==> src/rtl/aes_isbyte_arb.sv <==
// aes_isbyte_arb: round-robin front end that shares one 4-lane inverse S-box between two requesters.
// Optional feature: define AES_ISBYTE_ZEROIZE_EN to wipe the state registers after each response.
module aes_isbyte_arb #(
  parameter int Nb = 4  // state columns; only 4 is supported
) (
  input  logic                 clk,
  input  logic                 rst,
  input  logic                 req0_valid,
  input  logic                 req1_valid,
  output logic                 req0_ready,
  output logic                 req1_ready,
  input  logic [4*Nb-1:0][7:0] req0_state,
  input  logic [4*Nb-1:0][7:0] req1_state,
  output logic [3:0][7:0]      lk_idx,
  input  logic [3:0][7:0]      lk_val,
  output logic                 rsp_valid,
  input  logic                 rsp_ready,
  output logic                 rsp_id,
  output logic [4*Nb-1:0][7:0] rsp_state,
  output logic                 busy
);

  typedef enum logic [1:0] {IDLE, BUSY, DONE} state_t;

  state_t               state;
  logic [1:0]           col;
  logic                 last_grant;
  logic                 id_q;
  logic [4*Nb-1:0][7:0] in_q;
  logic [4*Nb-1:0][7:0] res_q;
  logic                 grant0;
  logic                 grant1;

  // Byte position of row `row` in column `c` (index = row*Nb + column).
  function automatic logic [3:0] byte_sel(input int row, input logic [1:0] c);
    return 4'(row * Nb + int'(c));
  endfunction

  // Ties go to whichever requester was not granted last.
  always_comb begin
    // NOTE: every always_comb output gets a default first so no path can infer a latch.
    grant0 = 1'b0;
    grant1 = 1'b0;
    if (state == IDLE) begin
      grant0 = req0_valid & (~req1_valid | last_grant);
      grant1 = req1_valid & (~req0_valid | ~last_grant);
    end
  end

  assign req0_ready = grant0;
  assign req1_ready = grant1;
  assign busy       = (state != IDLE);
  assign rsp_valid  = (state == DONE);
  assign rsp_id     = id_q;

  always_comb begin
    lk_idx = '0;
    if (state == BUSY) begin
      for (int i = 0; i < 4; i++) lk_idx[i] = in_q[byte_sel(i, col)];
    end
  end

`ifdef AES_ISBYTE_ZEROIZE_EN
  assign rsp_state = (state == DONE) ? res_q : '0;
`else
  assign rsp_state = res_q;
`endif

  always_ff @(posedge clk) begin
    if (rst) begin
      // NOTE: the state registers are reset too, so an aborted operation leaves no key-dependent residue.
      state      <= IDLE;
      col        <= '0;
      last_grant <= 1'b1;
      id_q       <= 1'b0;
      in_q       <= '0;
      res_q      <= '0;
    end else begin
      // NOTE: sequential state uses non-blocking assignments so every flop samples pre-edge values.
      case (state)
        IDLE: begin
          if (grant0 | grant1) begin
            in_q       <= grant1 ? req1_state : req0_state;
            id_q       <= grant1;
            last_grant <= grant1;
            col        <= '0;
            state      <= BUSY;
          end
        end
        BUSY: begin
          for (int i = 0; i < 4; i++) res_q[byte_sel(i, col)] <= lk_val[i];
          col <= col + 2'd1;
          if (col == 2'd3) state <= DONE;
        end
        DONE: begin
          if (rsp_ready) begin
            state <= IDLE;
`ifdef AES_ISBYTE_ZEROIZE_EN
            in_q  <= '0;
            res_q <= '0;
`endif
          end
        end
        default: state <= IDLE;
      endcase
    end
  end

endmodule

==> config.mk <==
export PLATFORM = sky130hd
export DESIGN_NAME = aes_isbyte_arb
export DESIGN_NICKNAME = d
export VERILOG_FILES = /design/src/rtl/aes_isbyte_arb.sv
export SDC_FILE = /design/constraint.sdc
export NUM_CORES = 1
export LEC_CHECK = 0
export BUFFER_PORTS_ARGS = -buffer_cell sky130_fd_sc_hd__buf_2
export CAP_MARGIN = 20
export CORE_MARGIN = 10
export CORE_UTILIZATION = 40
export DETAILED_ROUTE_END_ITERATION = 10
export GPL_TIMING_DRIVEN = 0
export PLACE_DENSITY = 0.67
export SLEW_MARGIN = 20
export SYNTH_ARGS = -nofsm -noshare
export SYNTH_HDL_FRONTEND = slang
export SYNTH_SLANG_ARGS = --single-unit
==> constraint.sdc <==
create_clock -name clk -period 3 [get_ports clk]
set_input_delay 0 -clock clk [delete_from_list [all_inputs] [get_ports clk]]
set_output_delay 0 -clock clk [all_outputs]
set_load 0.005 [all_outputs]
# ---- Yosys cells after proc, flatten, opt, wreduce, memory -nomap -nowiden
# Index checks and enable logic that the tools add are counted.
dict set report word_totals {
  reg_bits 262
  out_inout_bits 165
}
dict set report classes {
  addsub 4
  muxes 30
  n_eq_ne 6
  bitwise 8
  n_reduce_logical 10
  order_cmp 8
}
# operator n
set ops {}
lappend ops {{bitwise mux 128 bit} 4}
lappend ops {{2-to-1 mux 128 bit} 1}
lappend ops {{binary-select mux 8 bit (select 4 bit)} 3}
lappend ops {{demux 8 bit (select 4 bit)} 3}
lappend ops {{2-to-1 mux 8 bit} 8}
lappend ops {{2-to-1 mux 32 bit} 1}
lappend ops {{binary-select mux 8 bit (select 2 bit)} 1}
lappend ops {{demux 8 bit (select 2 bit)} 1}
lappend ops {{less-than comparator 4 x 5 -> 1 bit (second input constant)} 3}
lappend ops {{greater-or-equal comparator 4 x 1 -> 1 bit (second input constant)} 3}
lappend ops {{adder 4 x 2 -> 4 bit (first input constant)} 2}
lappend ops {{2-to-1 mux 2 bit} 4}
lappend ops {{inequality test 2 x 1 -> 1 bit (second input constant)} 3}
lappend ops {{one-hot mux 2 bit (3 select lines)} 1}
lappend ops {{less-than comparator 2 x 5 -> 1 bit (second input constant)} 1}
lappend ops {{adder 3 x 2 -> 4 bit (first input constant)} 1}
lappend ops {{== test 2 bit (second input constant)} 2}
lappend ops {{logical AND 1 bit} 4}
lappend ops {{one-hot mux 2 bit (2 select lines)} 1}
lappend ops {{AND reduction 2 bit} 2}
lappend ops {{nonzero test 2 bit} 2}
lappend ops {{NOT 1 bit} 3}
lappend ops {{OR 1 bit} 3}
lappend ops {{AND reduction 3 bit} 1}
lappend ops {{other kinds (6)} 8}

# ---- Logic depth before layout (Yosys ltp)
dict set report depth {
  word_depth 8
  ltp_mapped 9
}

# ---- Worst setup path before layout
# OpenSTA, ideal clock, no wires.
dict set report synth_timing {
  path_type {register to register}
  start {reg col[0]}
  end {reg res_q (netlist bit rsp_state[112])}
  required_time_ns 2.868
  t_arrival_ns 1.584
  n_path_buf 4
  stages_incl_launch_ff 10
  slack_ns 1.284
  cell_sequence {dfxtp_1 buf_2 buf_4 inv_1 ha_1 and3b_1 buf_2 buf_4 nand2_1 a21oi_1}
}
dict set report synth_via {
  elab_chain_cells 8
  elab_cells_between_ends 21
  classes_between {3 x add/sub; 6 x order compare; 9 x mux; 3 x reduce/logical}
}
# element line
set synth_rtl {}
lappend synth_rtl {{from (decl)} 26} ;# logic [1:0] col;
lappend synth_rtl {{from (signal assigned)} 92} ;# col <= col + 2'd1;
lappend synth_rtl {{adder 3 x 2 -> 4 bit} 36} ;# return 4'(row * Nb + int'(c));
lappend synth_rtl {{less-than comparator 4 x 5 -> 1 bit (not written as such) or greater-or-equal comparator 4 x 1 -> 1 bit (tied branches)} 91} ;# for (int i = 0; i < 4; i++) res_q[byte_sel(i, col)] <= lk_val[i];
lappend synth_rtl {{logical AND 1 bit (not written as such)} 91}
lappend synth_rtl {{2-to-1 mux 8 bit (not written as such)} 91}
lappend synth_rtl {{demux 8 bit (select 4 bit)} 91}
lappend synth_rtl {{bitwise mux 128 bit (2 in series)} 91}
lappend synth_rtl {{bitwise mux 128 bit *} 91}
lappend synth_rtl {{to (signal assigned)} 77} ;# res_q <= '0;
lappend synth_rtl {{to (decl)} 30} ;# logic [4*Nb-1:0][7:0] res_q;
# Mark *: on every way between the ends. The rest lies on a longest branch, timed or not.
# A chain may end at the register's enable or synchronous reset.

# ---- Worst setup path in the final report
dict set report layout_timing {
  start {reg last_grant}
  end {reg in_q[48] (netlist bit)}
}
dict set report layout_via {
  elab_chain_cells 6
  elab_cells_between_ends 10
  classes_between {3 x mux; 6 x bitwise; 1 x reduce/logical}
}
# element line
set layout_rtl {}
lappend layout_rtl {{from (decl)} 27} ;# logic last_grant;
lappend layout_rtl {{from (signal assigned)} 85} ;# last_grant <= grant1;
lappend layout_rtl {{NOT 1 bit} 46} ;# grant1 = req1_valid & (~req0_valid | ~last_grant);
lappend layout_rtl {{OR 1 bit} 46}
lappend layout_rtl {{bitwise AND 1 bit} 46}
lappend layout_rtl {{2-to-1 mux 1 bit} 44} ;# if (state == IDLE) begin
lappend layout_rtl {{OR 1 bit} 82} ;# if (grant0 | grant1) begin
lappend layout_rtl {{AND reduction 2 bit (no source line)} --}
lappend layout_rtl {{to (signal assigned)} 83} ;# in_q <= grant1 ? req1_state : req0_state;
lappend layout_rtl {{to (decl)} 29} ;# logic [4*Nb-1:0][7:0] in_q;
# Several ways; a longest one is shown, not always the timed one.

==> run_results.csv <==
group,metric,value,unit
setup_path,cpMaxStageDelayCell,"dlygate4sd3_1",
layout,drive_above_1_share,0.2963,
setup_path,critPathKind,"flop to flop",
drt,ant_nets,0,
pwr,irDropWorstVdd,412.4,uV
clock_network,h-tree-depth,1,
synth,ys.flop_type,"dfxtp_1",
pwr,powerDensity,514.9,nW/um2
grt,grtUsageTotal,0.2917,
synth,ys_ff_latch,262,
clock_network,postCtsResizedCells,0,
floorplanning,die_w,194.4,um
synth,syn_area_per_cell,8.406,um2
synth,synth.area.top_cells,"dfxtp_1, a21oi_1, a311oi_1, nand2_1, nand4_1",
timing,fin_setup_tns,0,ps
setup_path,cp_cell_sequence,"nand2_1 -> buf_2 -> buf_2 -> nand4_1 -> dlygate4sd3_1 -> a311oi_1 -> dlygate4sd3_1",
placement,dp_hpwl,42510,um
layout,fill_cells,2524,
setup_path,cp.required,3490,ps
pwr,p_leak,7.929,nW
synth,ys_warn_count,0,
timing,clock.fmax,368.7,MHz
timing,setup_viol,0,
drt,dr.pass1.iters,7,
grt,antenna_found_initial,12,
setup_path,cpPeakStageDelay,590,ps
synth,ys_seq_area_frac,0.4312,
clock_network,cts.clk_slew.worst_paths,60,ps
clock_network,postCtsHoldBufs,293,
clock_network,cts_buffer_depth,3,
outcome,outcome,"completed",
timing,period_needed,2712,ps
synth,synth_fa_ha_area_frac,0.004114,
clock_network,clk_latency,560,ps
clock_network,cts_tree,"built",
grt,first_global_vias,15510,
floorplanning,start_util,0.4082,
worst_hold_path,hold_class,"primary input to flop",
synth,yosysMostFrequentCell,"dfxtp_1",
layout,syn_to_final_growth,54.97,%
synth,netlist_area,12160,um2
setup_path,worstPathMaxFanout,10,
timing,drv_slew,0,
job,cap_violations,0,
timing,tightestPinTransition,995.0,ps
floorplanning,dieArea,37790,um2
setup_path,startpoint_type,"flop",
floorplanning,rows,63,
floorplanning,io_pins,458,
timing,setup_ws,287.7,ps
timing,period_share,0.9041,
clock_network,cts_buffers,29,
synth,synth_xor_area_frac,0,
floorplanning,coreArea,29800,um2
synth,syn_inst,1447,
synth,synth_nets,1744,
placement,io_buffers,455,
clock_network,cts.sink_count,262,
timing,finalHoldViolations,0,
clock_network,root_buffer,"clkbuf_16",
synth,synth_edf_count,0,
synth,synthDominantCellAreaShare,0.4312,
timing,rsz0062_at_grt,"no",
synth,synthTopCellsByCount,"dfxtp_1, a21oi_1, nand2_1, a311oi_1, nand4_1",
grt,grt_max_degree,15,
setup_path,endpoint_kind,"flop",
drt,wl,58700,um
placement,gp_congestion,0.9191,
drt,drc_errors,0,
drt,viasPerCell,5.700,
layout,num-nets-final,2523,
synth,synth_top_family_by_area,"compound AO/OA/AOI/OAI gates",
drt,wl_per_cell,22.19,um
synth,synth-simple-area-share,0.1734,
setup_path,worstPathArrival,3200,ps
synth,synth_top_area_cell,"dfxtp_1",
drt,vias,15080,
timing,finalClockSkew,18.87,ps
placement,dp_slack,769.5,ps
grt,grt_overflow,0,
drt,detail_route.iter0.violations,1098,
timing,max_slew_margin,0.3366,
grt,grt_pass1_wl,89290,um
synth,synthMuxAreaShare,0.05925,
floorplanning,dieHeight,194.4,um
synth,synth_cell_types,30,
synth,synth_compound_area_frac,0.2560,
synth,ys_async_sr_fraction,0,
clock_network,post-cts-setup-buffers,0,
metrics by stage:
| step | util | area (um2) | cells | hold WS (ps) | power, W |
|---|---|---|---|---|---|
| floorplan | - | 12160 | 1447 | 136.0 | 0.004893 |
| global placement | 0.5011 | 14930 | 2292 | 273.4 | 0.005595 |
| detailed placement | 0.5011 | 14930 | 2292 | 280.7 | 0.005623 |
| CTS | 0.6321 | 18830 | 2638 | 168.3 | 0.009654 |
| global route | 0.6326 | 18850 | 2644 | 225.2 | 0.01005 |
| finish | 0.6327 | 18850 | 2645 | 190.4 | 0.009705 |
registers in the layout, summed over array words and instances (netlist names):
register / count
state: 2
last_grant: 1
in_q: 128
rsp_id: 1
col: 2
rsp_state: 128
path summary, 6_finish.rpt:
check	start	to	slack, ps	cells past startpoint
worst max-delay path	last_grant	in_q[48]	290	7
worst min-delay path	rst	rsp_state[119]	190	3
worst max register to register	last_grant	in_q[48]	290	7
worst min register to register	rsp_state[37]	rsp_state[37]	450	2
cells by family (layout without fill, tap and decap cells):
kind of cell	count (synthesis)	in the layout
buffers and inverters	189	990
AND/OR/NAND/NOR	438	438
multiplexers	32	32
adder cells (fa/ha/maj)	4	4
other	0	7
AO/OA/AOI/OAI	522	522
flip-flops	262	262
layout by cell type, fill, tap and decap left out, types with 4 or more instances in the layout:
cell type | Yosys | routed
clkbuf_16 | 0 | 29
o21ai_0 | 77 | 77
nand2_1 | 257 | 257
dlygate4sd3_1 | 0 | 293
mux4_2 | 32 | 32
nand4_1 | 128 | 128
nor2b_1 | 32 | 32
clkbuf_1 | 55 | 61
o21ai_1 | 51 | 51
buf_2 | 104 | 559
clkinv_2 | 0 | 6
ha_1 | 4 | 4
diode_2 | 0 | 7
and3b_1 | 4 | 4
a311oi_1 | 128 | 128
nand3b_1 | 5 | 5
a21oi_1 | 260 | 260
clkbuf_8 | 0 | 5
dfxtp_1 | 262 | 262
buf_4 | 17 | 17
clkbuf_2 | 5 | 5
nor2_1 | 5 | 5
power by group:
group | switching, W | internal (W) | total, W
Combinational | 0.00111 | 0.00105 | 0.00216
Clock | 0.00149 | 0.00216 | 0.00365
Sequential | 0.000168 | 0.00373 | 0.00390
routing by layer:
layer	track usage	part of all wire	vias up
li1	-	-	6935
met1	0.3255	0.37	7013
met2	0.4848	0.47	879
met3	0.07623	0.093	239
met4	0.1882	0.070	10
met5	0	0.0014	-
critical path, delay by kind of cell, from the launching register on:
kind / cells / cell delay [ps]
compound gates: 1 / 300
flops: 1 / 330
buf+inv: 4 / 1800
simple gates: 2 / 230
layout make-up:
class	count	area (um2)	area share
Timing Repair Buffer	748	5210	0.2764
Tap cell	390	488.0	0.02589
Clock buffer	40	817.0	0.04334
Buffer	184	905.9	0.04806
Multi-Input combinational cell	996	5995	0.3180
Sequential cell	262	5245	0.2782
Clock inverter	13	153.9	0.008164
Antenna cell	7	17.52	0.0009292
Inverter	5	18.77	0.0009956
Power figures use the tool's default switching activity.
